File: src/rtl/baccarat_datapath_if.sv
// Controller <-> card/score datapath bundle: load strobes toward the datapath, card/score/display results back.
interface baccarat_datapath_if;
  logic       load_pcard1;
  logic       load_pcard2;
  logic       load_pcard3;
  logic       load_dcard1;
  logic       load_dcard2;
  logic       load_dcard3;
  logic [3:0] pcard3_out;
  logic [3:0] pscore_out;
  logic [3:0] dscore_out;
  logic [6:0] HEX0;
  logic [6:0] HEX1;
  logic [6:0] HEX2;
  logic [6:0] HEX3;
  logic [6:0] HEX4;
  logic [6:0] HEX5;

  modport master (
    output load_pcard1, load_pcard2, load_pcard3,
    output load_dcard1, load_dcard2, load_dcard3,
    input  pcard3_out, pscore_out, dscore_out,
    input  HEX0, HEX1, HEX2, HEX3, HEX4, HEX5
  );

  modport slave (
    input  load_pcard1, load_pcard2, load_pcard3,
    input  load_dcard1, load_dcard2, load_dcard3,
    output pcard3_out, pscore_out, dscore_out,
    output HEX0, HEX1, HEX2, HEX3, HEX4, HEX5
  );
endinterface

File: src/rtl/baccarat_datapath.sv
// Baccarat card/score datapath: card source, six card registers, hand scores and 7-seg decode.
// Define BACCARAT_LFSR_DEAL_EN to replace the wrapping counter card source with an 8-bit LFSR.
module baccarat_datapath #(
  parameter logic [3:0] DEAL_START = 4'd1
) (
  input  logic                 slow_clock,
  input  logic                 resetb,
  baccarat_datapath_if.slave   dp
);

  logic [3:0] deal_card;
  logic [5:0] load_vec;
  logic [3:0] card_q [6];
  logic [3:0] card_d [6];

  function automatic logic [4:0] card_points(input logic [3:0] c);
    card_points = (c >= 4'd1 && c <= 4'd9) ? {1'b0, c} : 5'd0;
  endfunction

  function automatic logic [3:0] hand_score(input logic [3:0] c0, input logic [3:0] c1,
                                            input logic [3:0] c2);
    logic [4:0] sum;
    logic [4:0] rem;
    sum = card_points(c0) + card_points(c1) + card_points(c2);
    rem = sum % 5'd10;
    hand_score = rem[3:0];
  endfunction

  // Active-low segments, bit order {g,f,e,d,c,b,a}
  function automatic logic [6:0] seg7(input logic [3:0] c);
    case (c)
      4'd1:    seg7 = 7'b0001000;
      4'd2:    seg7 = 7'b0100100;
      4'd3:    seg7 = 7'b0110000;
      4'd4:    seg7 = 7'b0011001;
      4'd5:    seg7 = 7'b0010010;
      4'd6:    seg7 = 7'b0000010;
      4'd7:    seg7 = 7'b1111000;
      4'd8:    seg7 = 7'b0000000;
      4'd9:    seg7 = 7'b0010000;
      4'd10:   seg7 = 7'b1000000;
      4'd11:   seg7 = 7'b1100001;
      4'd12:   seg7 = 7'b0011000;
      4'd13:   seg7 = 7'b0001001;
      default: seg7 = 7'b1111111;
    endcase
  endfunction

`ifdef BACCARAT_LFSR_DEAL_EN
  logic [7:0] lfsr_q;
  logic [7:0] lfsr_d;
  logic [7:0] lfsr_mod;

  // Taps for x^8+x^6+x^5+x^4+1
  always_comb begin
    lfsr_d    = {lfsr_q[6:0], lfsr_q[7] ^ lfsr_q[5] ^ lfsr_q[4] ^ lfsr_q[3]};
    lfsr_mod  = lfsr_q % 8'd13;
    deal_card = lfsr_mod[3:0] + 4'd1;
  end

  always_ff @(posedge slow_clock or posedge resetb) begin
    if (resetb) lfsr_q <= 8'h01;
    else        lfsr_q <= lfsr_d;
  end
`else
  logic [3:0] deal_q;
  logic [3:0] deal_d;

  always_comb begin
    deal_d    = (deal_q == 4'd13) ? 4'd1 : deal_q + 4'd1;
    deal_card = deal_q;
  end

  always_ff @(posedge slow_clock or posedge resetb) begin
    if (resetb) deal_q <= DEAL_START;
    else        deal_q <= deal_d;
  end
`endif

  assign load_vec = {dp.load_dcard3, dp.load_dcard2, dp.load_dcard1,
                     dp.load_pcard3, dp.load_pcard2, dp.load_pcard1};

  always_comb begin
    for (int unsigned i = 0; i < 6; i++) begin
      card_d[i] = card_q[i];
      if (load_vec[i]) card_d[i] = deal_card;
    end
  end

  always_ff @(posedge slow_clock or posedge resetb) begin
    if (resetb) begin
      for (int unsigned i = 0; i < 6; i++) card_q[i] <= '0;
    end else begin
      for (int unsigned i = 0; i < 6; i++) card_q[i] <= card_d[i];
    end
  end

  always_comb begin
    dp.pcard3_out = card_q[2];
    dp.pscore_out = hand_score(card_q[0], card_q[1], card_q[2]);
    dp.dscore_out = hand_score(card_q[3], card_q[4], card_q[5]);
    dp.HEX0       = seg7(card_q[0]);
    dp.HEX1       = seg7(card_q[1]);
    dp.HEX2       = seg7(card_q[2]);
    dp.HEX3       = seg7(card_q[3]);
    dp.HEX4       = seg7(card_q[4]);
    dp.HEX5       = seg7(card_q[5]);
  end

endmodule

File: src/flat_wrapper.sv
// flat-port wrapper written by rule: the top's interface ports become plain ports
module baccarat_datapath_flat 
#(
  parameter logic [3:0] DEAL_START = 4'd1
)
  (slow_clock, resetb, dp_load_pcard1, dp_load_pcard2, dp_load_pcard3, dp_load_dcard1, dp_load_dcard2, dp_load_dcard3, dp_pcard3_out, dp_pscore_out, dp_dscore_out, dp_HEX0, dp_HEX1, dp_HEX2, dp_HEX3, dp_HEX4, dp_HEX5);
  baccarat_datapath_if dp_i ();
  input  logic slow_clock;
  input  logic resetb;
  input wire logic [$bits(dp_i.load_pcard1)-1:0] dp_load_pcard1;
  input wire logic [$bits(dp_i.load_pcard2)-1:0] dp_load_pcard2;
  input wire logic [$bits(dp_i.load_pcard3)-1:0] dp_load_pcard3;
  input wire logic [$bits(dp_i.load_dcard1)-1:0] dp_load_dcard1;
  input wire logic [$bits(dp_i.load_dcard2)-1:0] dp_load_dcard2;
  input wire logic [$bits(dp_i.load_dcard3)-1:0] dp_load_dcard3;
  output wire logic [$bits(dp_i.pcard3_out)-1:0] dp_pcard3_out;
  output wire logic [$bits(dp_i.pscore_out)-1:0] dp_pscore_out;
  output wire logic [$bits(dp_i.dscore_out)-1:0] dp_dscore_out;
  output wire logic [$bits(dp_i.HEX0)-1:0] dp_HEX0;
  output wire logic [$bits(dp_i.HEX1)-1:0] dp_HEX1;
  output wire logic [$bits(dp_i.HEX2)-1:0] dp_HEX2;
  output wire logic [$bits(dp_i.HEX3)-1:0] dp_HEX3;
  output wire logic [$bits(dp_i.HEX4)-1:0] dp_HEX4;
  output wire logic [$bits(dp_i.HEX5)-1:0] dp_HEX5;
  assign dp_i.load_pcard1 = dp_load_pcard1;
  assign dp_i.load_pcard2 = dp_load_pcard2;
  assign dp_i.load_pcard3 = dp_load_pcard3;
  assign dp_i.load_dcard1 = dp_load_dcard1;
  assign dp_i.load_dcard2 = dp_load_dcard2;
  assign dp_i.load_dcard3 = dp_load_dcard3;
  assign dp_pcard3_out = dp_i.pcard3_out;
  assign dp_pscore_out = dp_i.pscore_out;
  assign dp_dscore_out = dp_i.dscore_out;
  assign dp_HEX0 = dp_i.HEX0;
  assign dp_HEX1 = dp_i.HEX1;
  assign dp_HEX2 = dp_i.HEX2;
  assign dp_HEX3 = dp_i.HEX3;
  assign dp_HEX4 = dp_i.HEX4;
  assign dp_HEX5 = dp_i.HEX5;
  baccarat_datapath #(.DEAL_START(DEAL_START)) u_core (.slow_clock(slow_clock), .resetb(resetb), .dp(dp_i));
endmodule
File: config.mk
export PLATFORM = sky130hd
export DESIGN_NAME = baccarat_datapath_flat
export DESIGN_NICKNAME = d
export VERILOG_FILES = /design/src/rtl/baccarat_datapath_if.sv /design/src/rtl/baccarat_datapath.sv /design/src/flat_wrapper.sv
export SDC_FILE = /design/constraint.sdc
export NUM_CORES = 1
export LEC_CHECK = 0
export CORE_ASPECT_RATIO = 0.9
export CORE_UTILIZATION = 45
export CTS_CLUSTER_DIAMETER = 80
export CTS_CLUSTER_SIZE = 20
export DETAILED_ROUTE_END_ITERATION = 8
export PLACE_DENSITY_LB_ADDON = 0.15
export RECOVER_POWER = 25
export SYNTH_ARGS = -nofsm -noshare
export SYNTH_HDL_FRONTEND = slang
export SYNTH_SLANG_ARGS = --single-unit
File: constraint.sdc
create_clock -name slow_clock -period 15.9 [get_ports slow_clock]
set_clock_uncertainty 0.1 [all_clocks]
set_input_delay 3.975 -clock slow_clock [delete_from_list [all_inputs] [get_ports slow_clock]]
set_output_delay 3.975 -clock slow_clock [all_outputs]
set_load 0.03 [all_outputs]
==> impl_metrics.ini, run 1 <==
[clock_tree]
cts-resized-gates = 0
clock_latency_ns = 0.26
clock_tree.root_cell = clkbuf_8
cts_tree = yes
post_cts.repair.setup_buffers = 0
cts.reportedPaths.clkPinSlew_ns = 0.09
cts_hold_buffers_added = 0
clock_tree.htree_level_count = 1
number_of_buffers_added_by_the_clock_tree_synthesis_step = 3
ctsLongestPathBuffers = 2
clock_sink_count = 28

[sta]
period_needed_ns = 9.77
hold_viol_final = 0
fin_setup_tns_ns = 0
max_slew.worst_pin.slew_ns = 1.04
clock.fmax_mhz = 102
setup_viol_count_final = 0
final-max-slew-violation-count = 0
fin_hold_ws_ns = 0.590
grt_setup_unrepaired = false
slew-limit-headroom = 0.303
layout_worst_path_cycle_share = 0.614

[routing]
ant_nets = 0
route.detailed.drc = 0
vias_per_cell = 5.26
detailedRoute.firstPassIterationCount = 4
drt-initial-drc-count = 124
wirelength_um = 6940
wire_per_inst_um = 12.4
num_vias = 2938

[cells_and_area]
diodes_inserted = 0
syn2layout_area_growth_pct = 20.1
drive_above_1_share = 0.0515
multiInputGateArea_um2 = 2380
area_taken_by_flip_flops_and_latches_um2 = 702
fillers = 683
final_cells = 559
fin_util = 0.564
nets = 527

[floorplanning]
die_area_um2 = 7780
floorplan.die.height_um = 83.8
initial_core_utilization = 0.470
core.rowCount = 29
floorplan.io_pins = 62
die_x_um = 92.8
placeableCoreArea_um2 = 7110

[worst_setup_path]
critical_path.endpoint_type = primary output
critPathArrivalTime_ns = 5.69
timing.critical_path.fanout_max = 8
timing.setup.critical_path_class = reg2out
critical_path.startpoint_type = flop
timing.critical_path.required_ns = 11.82

[logic_synthesis]
synth_xor_area_frac = 0.0288
yosys_warnings = 0
syn-num-nets = 484
synthMuxAreaShare = 0.0700
post-synth-top-area-cell = dfrtp_1
ys_dominant_reg_cell = dfrtp_1
number_of_standard_cells_after_synthesis = 424
synthDistinctLibCells = 50
synth_sequential_area_ratio = 0.210
synth-compound-area-share = 0.212
synth_top_cells_by_area = dfrtp_1 (20%), ha_1 (16%), o21ai_0 (7.8%), fa_1 (6.0%), nand2_1 (4.8%)
synth-edff-count = 0
synthArstFlopShare = 1.00
post_synth_fa_ha_maj_area_fraction = 0.217
synth_top_family_by_area = adder cells
synth.cells.most_frequent = o21ai_0 (52), nand2_1 (43), ha_1 (42), inv_1 (41), nor2_1 (32)
ys_ff_latch = 28
synth_top_area_share = 0.202
netlist_area_um2 = 3340
synth_most_common_cell = o21ai_0
syn_area_cell_um2 = 7.88
synthSimpleGateAreaFrac = 0.183

[place]
routabilityCongestion = 0.872
dpl.cell_count = 555
dp_hpwl_um = 5460
io_buffers = 61

[pwr]
power_density_nw_per_um2 = 83.2
total_leakage_power_nw = 1.80
vdd_ir_drop_max_uv = 59.2

[hold_path]
min-delay-path-class = reg2reg

[global_routing]
grt_first_pass_wirelength_um = 12400
antenna_found_initial = 0
grt_start_max_net_pins = 29
grt.overflow.total = 0
grt.total_usage = 0.190
first_global_vias = 2665

[flow_run]
max_cap_violations = 0

[status]
status = completed
[cells in the final DEF, fill, tap and decap left out, types with 4 or more instances in the layout]
cell type / netlist / layout
ha_1: 42 / 42
inv_1: 41 / 41
nand2_1: 43 / 43
nor2b_1: 4 / 4
nand2b_1: 7 / 7
a21oi_1: 30 / 30
fa_1: 10 / 10
o31ai_1: 5 / 5
mux2i_1: 11 / 11
nor2_1: 32 / 32
dfrtp_1: 27 / 27
mux2_2: 11 / 11
dlygate4sd3_1: 0 / 6
xnor2_1: 6 / 6
xor2_1: 5 / 5
clkdlybuf4s50_1: 0 / 55
a211oi_1: 7 / 7
o21ai_0: 52 / 52
and2_1: 7 / 7
nand3_1: 10 / 10
[critical path: stages (launching register included)]
cell             delay (ns)
dfrtp_1                0.48
inv_1                  0.14
ha_1                   0.25
nor4_1                 0.25
a21oi_1                0.08
and2_1                 0.19
fa_1                   0.45
ha_1                   0.23
fa_1                   0.38
xor2_1                 0.28
inv_1                  0.14
ha_1                   0.24
o22ai_1                0.21
xnor2_1                0.13
ha_1                   0.22
o31a_1                 0.30
or3_4                  0.37
a21oi_2                0.19
mux2i_1                0.21
clkdlybuf4s50_1        0.68
[stage by stage]
stage / instance area [um2] / setup slack [ns] / power [mW]
6_report: 4010 / 6.13 / 0.334
5_1_grt: 4010 / 5.62 / 0.360
4_1_cts: 4010 / 6.07 / 0.337
3_5_place_dp: 3970 / 6.36 / 0.298
3_3_place_gp: 3970 / 6.54 / 0.296
2_1_floorplan: 3340 / 6.99 / 0.232
[flip-flops by register name (all words and copies together) (netlist names)]
name / count
u_core.deal_card: 4
u_core.dp.pcard3_out: 4
u_core.card_q: 20
[routing by layer]
metal	GRT usage	vias up	part of all wire
met5	0	-	0
met4	0.0112	0	0.0016
met3	0.0264	2	0.036
met2	0.293	46	0.46
met1	0.293	1345	0.50
li1	-	1545	-
[path summary, 6_finish.rpt]
kind,startpoint,to,slack (ns),cells after the start
worst min-delay path,u_core.deal_card[0],u_core.deal_card[0],0.59,1
worst min register to register,u_core.deal_card[0],u_core.deal_card[0],0.59,1
worst max register to register,u_core.deal_card[0],u_core.deal_card[2],14.58,3
max in group asynchronous,resetb,u_core.card_q[16],10.91,2
min in group asynchronous,resetb,u_core.card_q[23],4.16,2
worst max-delay path,u_core.card_q[17],dp_pscore_out[2],6.13,19
[final cells by class]
cell class / count / share of cell area
multi-input cells: 330 / 0.592
flip-flops and latches: 28 / 0.175
repair buffers: 61 / 0.152
inverters: 43 / 0.0402
well taps: 93 / 0.0290
clock buffers: 4 / 0.0112
[cell families after synthesis]
family,Yosys count
and+or+nand+nor,125
AOI/OAI and AO/OA,120
buffers and inverters,66
adders and majority gates,52
DFF,28
muxes,22
xor gates and xnor gates,11
[report_power, final]
part	leakage (nW)	total, mW	internal (mW)	switching [mW]
combinational	1.44	0.212	0.0917	0.120
sequential	0.333	0.0842	0.0745	0.00971
clock	0.0228	0.0377	0.0179	0.0198
No activity file was read; power rests on OpenSTA's default activity.
==> run 2: changes to the inputs <==
clock period = 9.5 ns   (was 15.9 ns; I/O delays follow)
==> impl_metrics.ini, run 2 (synthesis gave the netlist of run 1 again) <==
[routing]
met2_length_um = 3100
drt-initial-drc-count = 84
route.detailed.drc = 0
detailed_routed_wire_length_on_met3_um = 203
num_vias = 2946
wirelength_um = 6910
vias_per_cell = 5.27
m1WireLength_um = 3570
wire_per_inst_um = 12.4
ant_nets = 0
topRoutingLayerUsed = met4
detailedRoute.firstPassIterationCount = 4

[clock_tree]
clock_latency_ns = 0.27
ctsLongestPathBuffers = 2
cts-resized-gates = 0
clock_sink_count = 28
clock_tree.htree_level_count = 1
cts.reportedPaths.clkPinSlew_ns = 0.09
number_of_buffers_added_by_the_clock_tree_synthesis_step = 3
clock_tree.root_cell = clkbuf_8
post_cts.repair.setup_buffers = 0
cts_hold_buffers_added = 0
cts_tree = yes

[flow_run]
max_cap_violations = 0

[worst_setup_path]
critical_path.endpoint_type = primary output
critical_path.startpoint_type = flop
timing.setup.critical_path_class = reg2out
timing.critical_path.fanout_max = 8
timing.critical_path.required_ns = 7.03
critPathArrivalTime_ns = 5.70

[sta]
fin_setup_tns_ns = 0
period_needed_ns = 8.18
setup_viol_count_final = 0
hold_viol_final = 0
layout_worst_path_cycle_share = 0.861
max_slew.worst_pin.slew_ns = 1.06
clock.fmax_mhz = 122
final-max-slew-violation-count = 0
slew-limit-headroom = 0.293
final_critical_path_setup_slack_ns = 1.32
grt_setup_unrepaired = false

[global_routing]
antenna_found_initial = 0
grt_first_pass_wirelength_um = 12100
grt.overflow.total = 0
first_global_vias = 2629
grt_start_max_net_pins = 29
grt.total_usage = 0.187

[place]
placedInstanceArea_um2 = 3970
io_buffers = 61
routabilityCongestion = 0.872
dp_hpwl_um = 5420
detailedPlace.worstSlack_ns = 1.61

[floorplanning]
core.rowCount = 29
die_area_um2 = 7780
floorplan.die.height_um = 83.8
floorplan.io_pins = 62
placeableCoreArea_um2 = 7110
die_x_um = 92.8
initial_core_utilization = 0.470

[cells_and_area]
largest_reg_flops = 20
nets = 527
fin_util = 0.568
commonest_cells_after_routing_fill_and_taps_aside = clkdlybuf4s50_1 (55), o21ai_0 (52), nand2_1 (43)
drive_above_1_share = 0.0536
diodes_inserted = 0
fillers = 684
post_route_standard_cell_area_excluding_fillers_um2 = 4040
syn2layout_area_growth_pct = 20.9
largest-register = u_core.card_q
layout_commonest_cell = clkdlybuf4s50_1

[pwr]
total_leakage_power_nw = 1.81
fin_total_pwr_mw = 0.589
vdd_ir_drop_max_uv = 79.3
power_density_nw_per_um2 = 146

[status]
status = completed

[hold_path]
min-delay-path-class = reg2reg
run 2: worst max-delay path: stages, from the launching register on:
cell and delay [ns]:
dfrtp_1 0.49, inv_1 0.15, ha_1 0.23, a2bb2oi_1 0.13, nor2_1 0.09, a21oi_1 0.05, and2_1 0.22, fa_1 0.48
ha_1 0.23, fa_1 0.38, xor2_1 0.27, inv_1 0.14, ha_1 0.24, o22ai_1 0.21, xnor2_1 0.13, ha_1 0.22
o31a_1 0.30, or3_4 0.37, a21oi_2 0.20, mux2i_1 0.20, clkdlybuf4s50_1 0.68
run 2: final cells by class:
type	instances	area, um2	area share
Sequential cell	28	702	0.174
Multi-Input combinational cell	330	2380	0.589
Inverter	43	161	0.0400
Clock inverter	1	30.0	0.00743
Tap cell	93	116	0.0288
Timing Repair Buffer	61	611	0.151
Clock buffer	3	41.3	0.0102
run 2: path summary, 6_finish.rpt:
| path | start | endpoint | slack, ns | depth (start not counted) |
|---|---|---|---|---|
| setup reg to reg | u_core.deal_card[0] | u_core.deal_card[2] | 8.18 | 3 |
| hold / removal | u_core.deal_card[0] | u_core.deal_card[0] | 0.59 | 1 |
| hold reg to reg | u_core.deal_card[0] | u_core.deal_card[0] | 0.59 | 1 |
| max in group asynchronous | resetb | u_core.card_q[9] | 6.11 | 2 |
| setup / recovery | u_core.dp.pcard3_out[1] | dp_pscore_out[2] | 1.32 | 20 |
| min in group asynchronous | resetb | u_core.card_q[21] | 2.56 | 2 |
run 2: metrics by stage:
| stage | instances | hold slack, ns |
|---|---|---|
| final | 559 | 0.589 |
| after global routing | 559 | 0.639 |
| after CTS | 559 | 0.486 |
| after detailed placement | 555 | 0.459 |
| after global placement | 555 | 0.447 |
| after floorplan | 424 | 0.415 |
run 2: metal layers:
metal | vias to the layer above | global-route usage
li1 | 1547 | -
met5 | - | 0
met4 | 0 | 0.0210
met1 | 1355 | 0.282
met3 | 5 | 0.0246
met2 | 39 | 0.294
run 2: power breakdown:
part / switching [mW] / internal (mW) / total (mW)
clock network: 0.0372 / 0.0564 / 0.0936
logic: 0.201 / 0.153 / 0.354
registers: 0.0162 / 0.125 / 0.141
==> run 3: changes to the inputs <==
CTS_CLUSTER_DIAMETER = 60   (was 80)
==> results of run 3 <==
The final DEF is identical to that of run 2; final timing and power are the same.
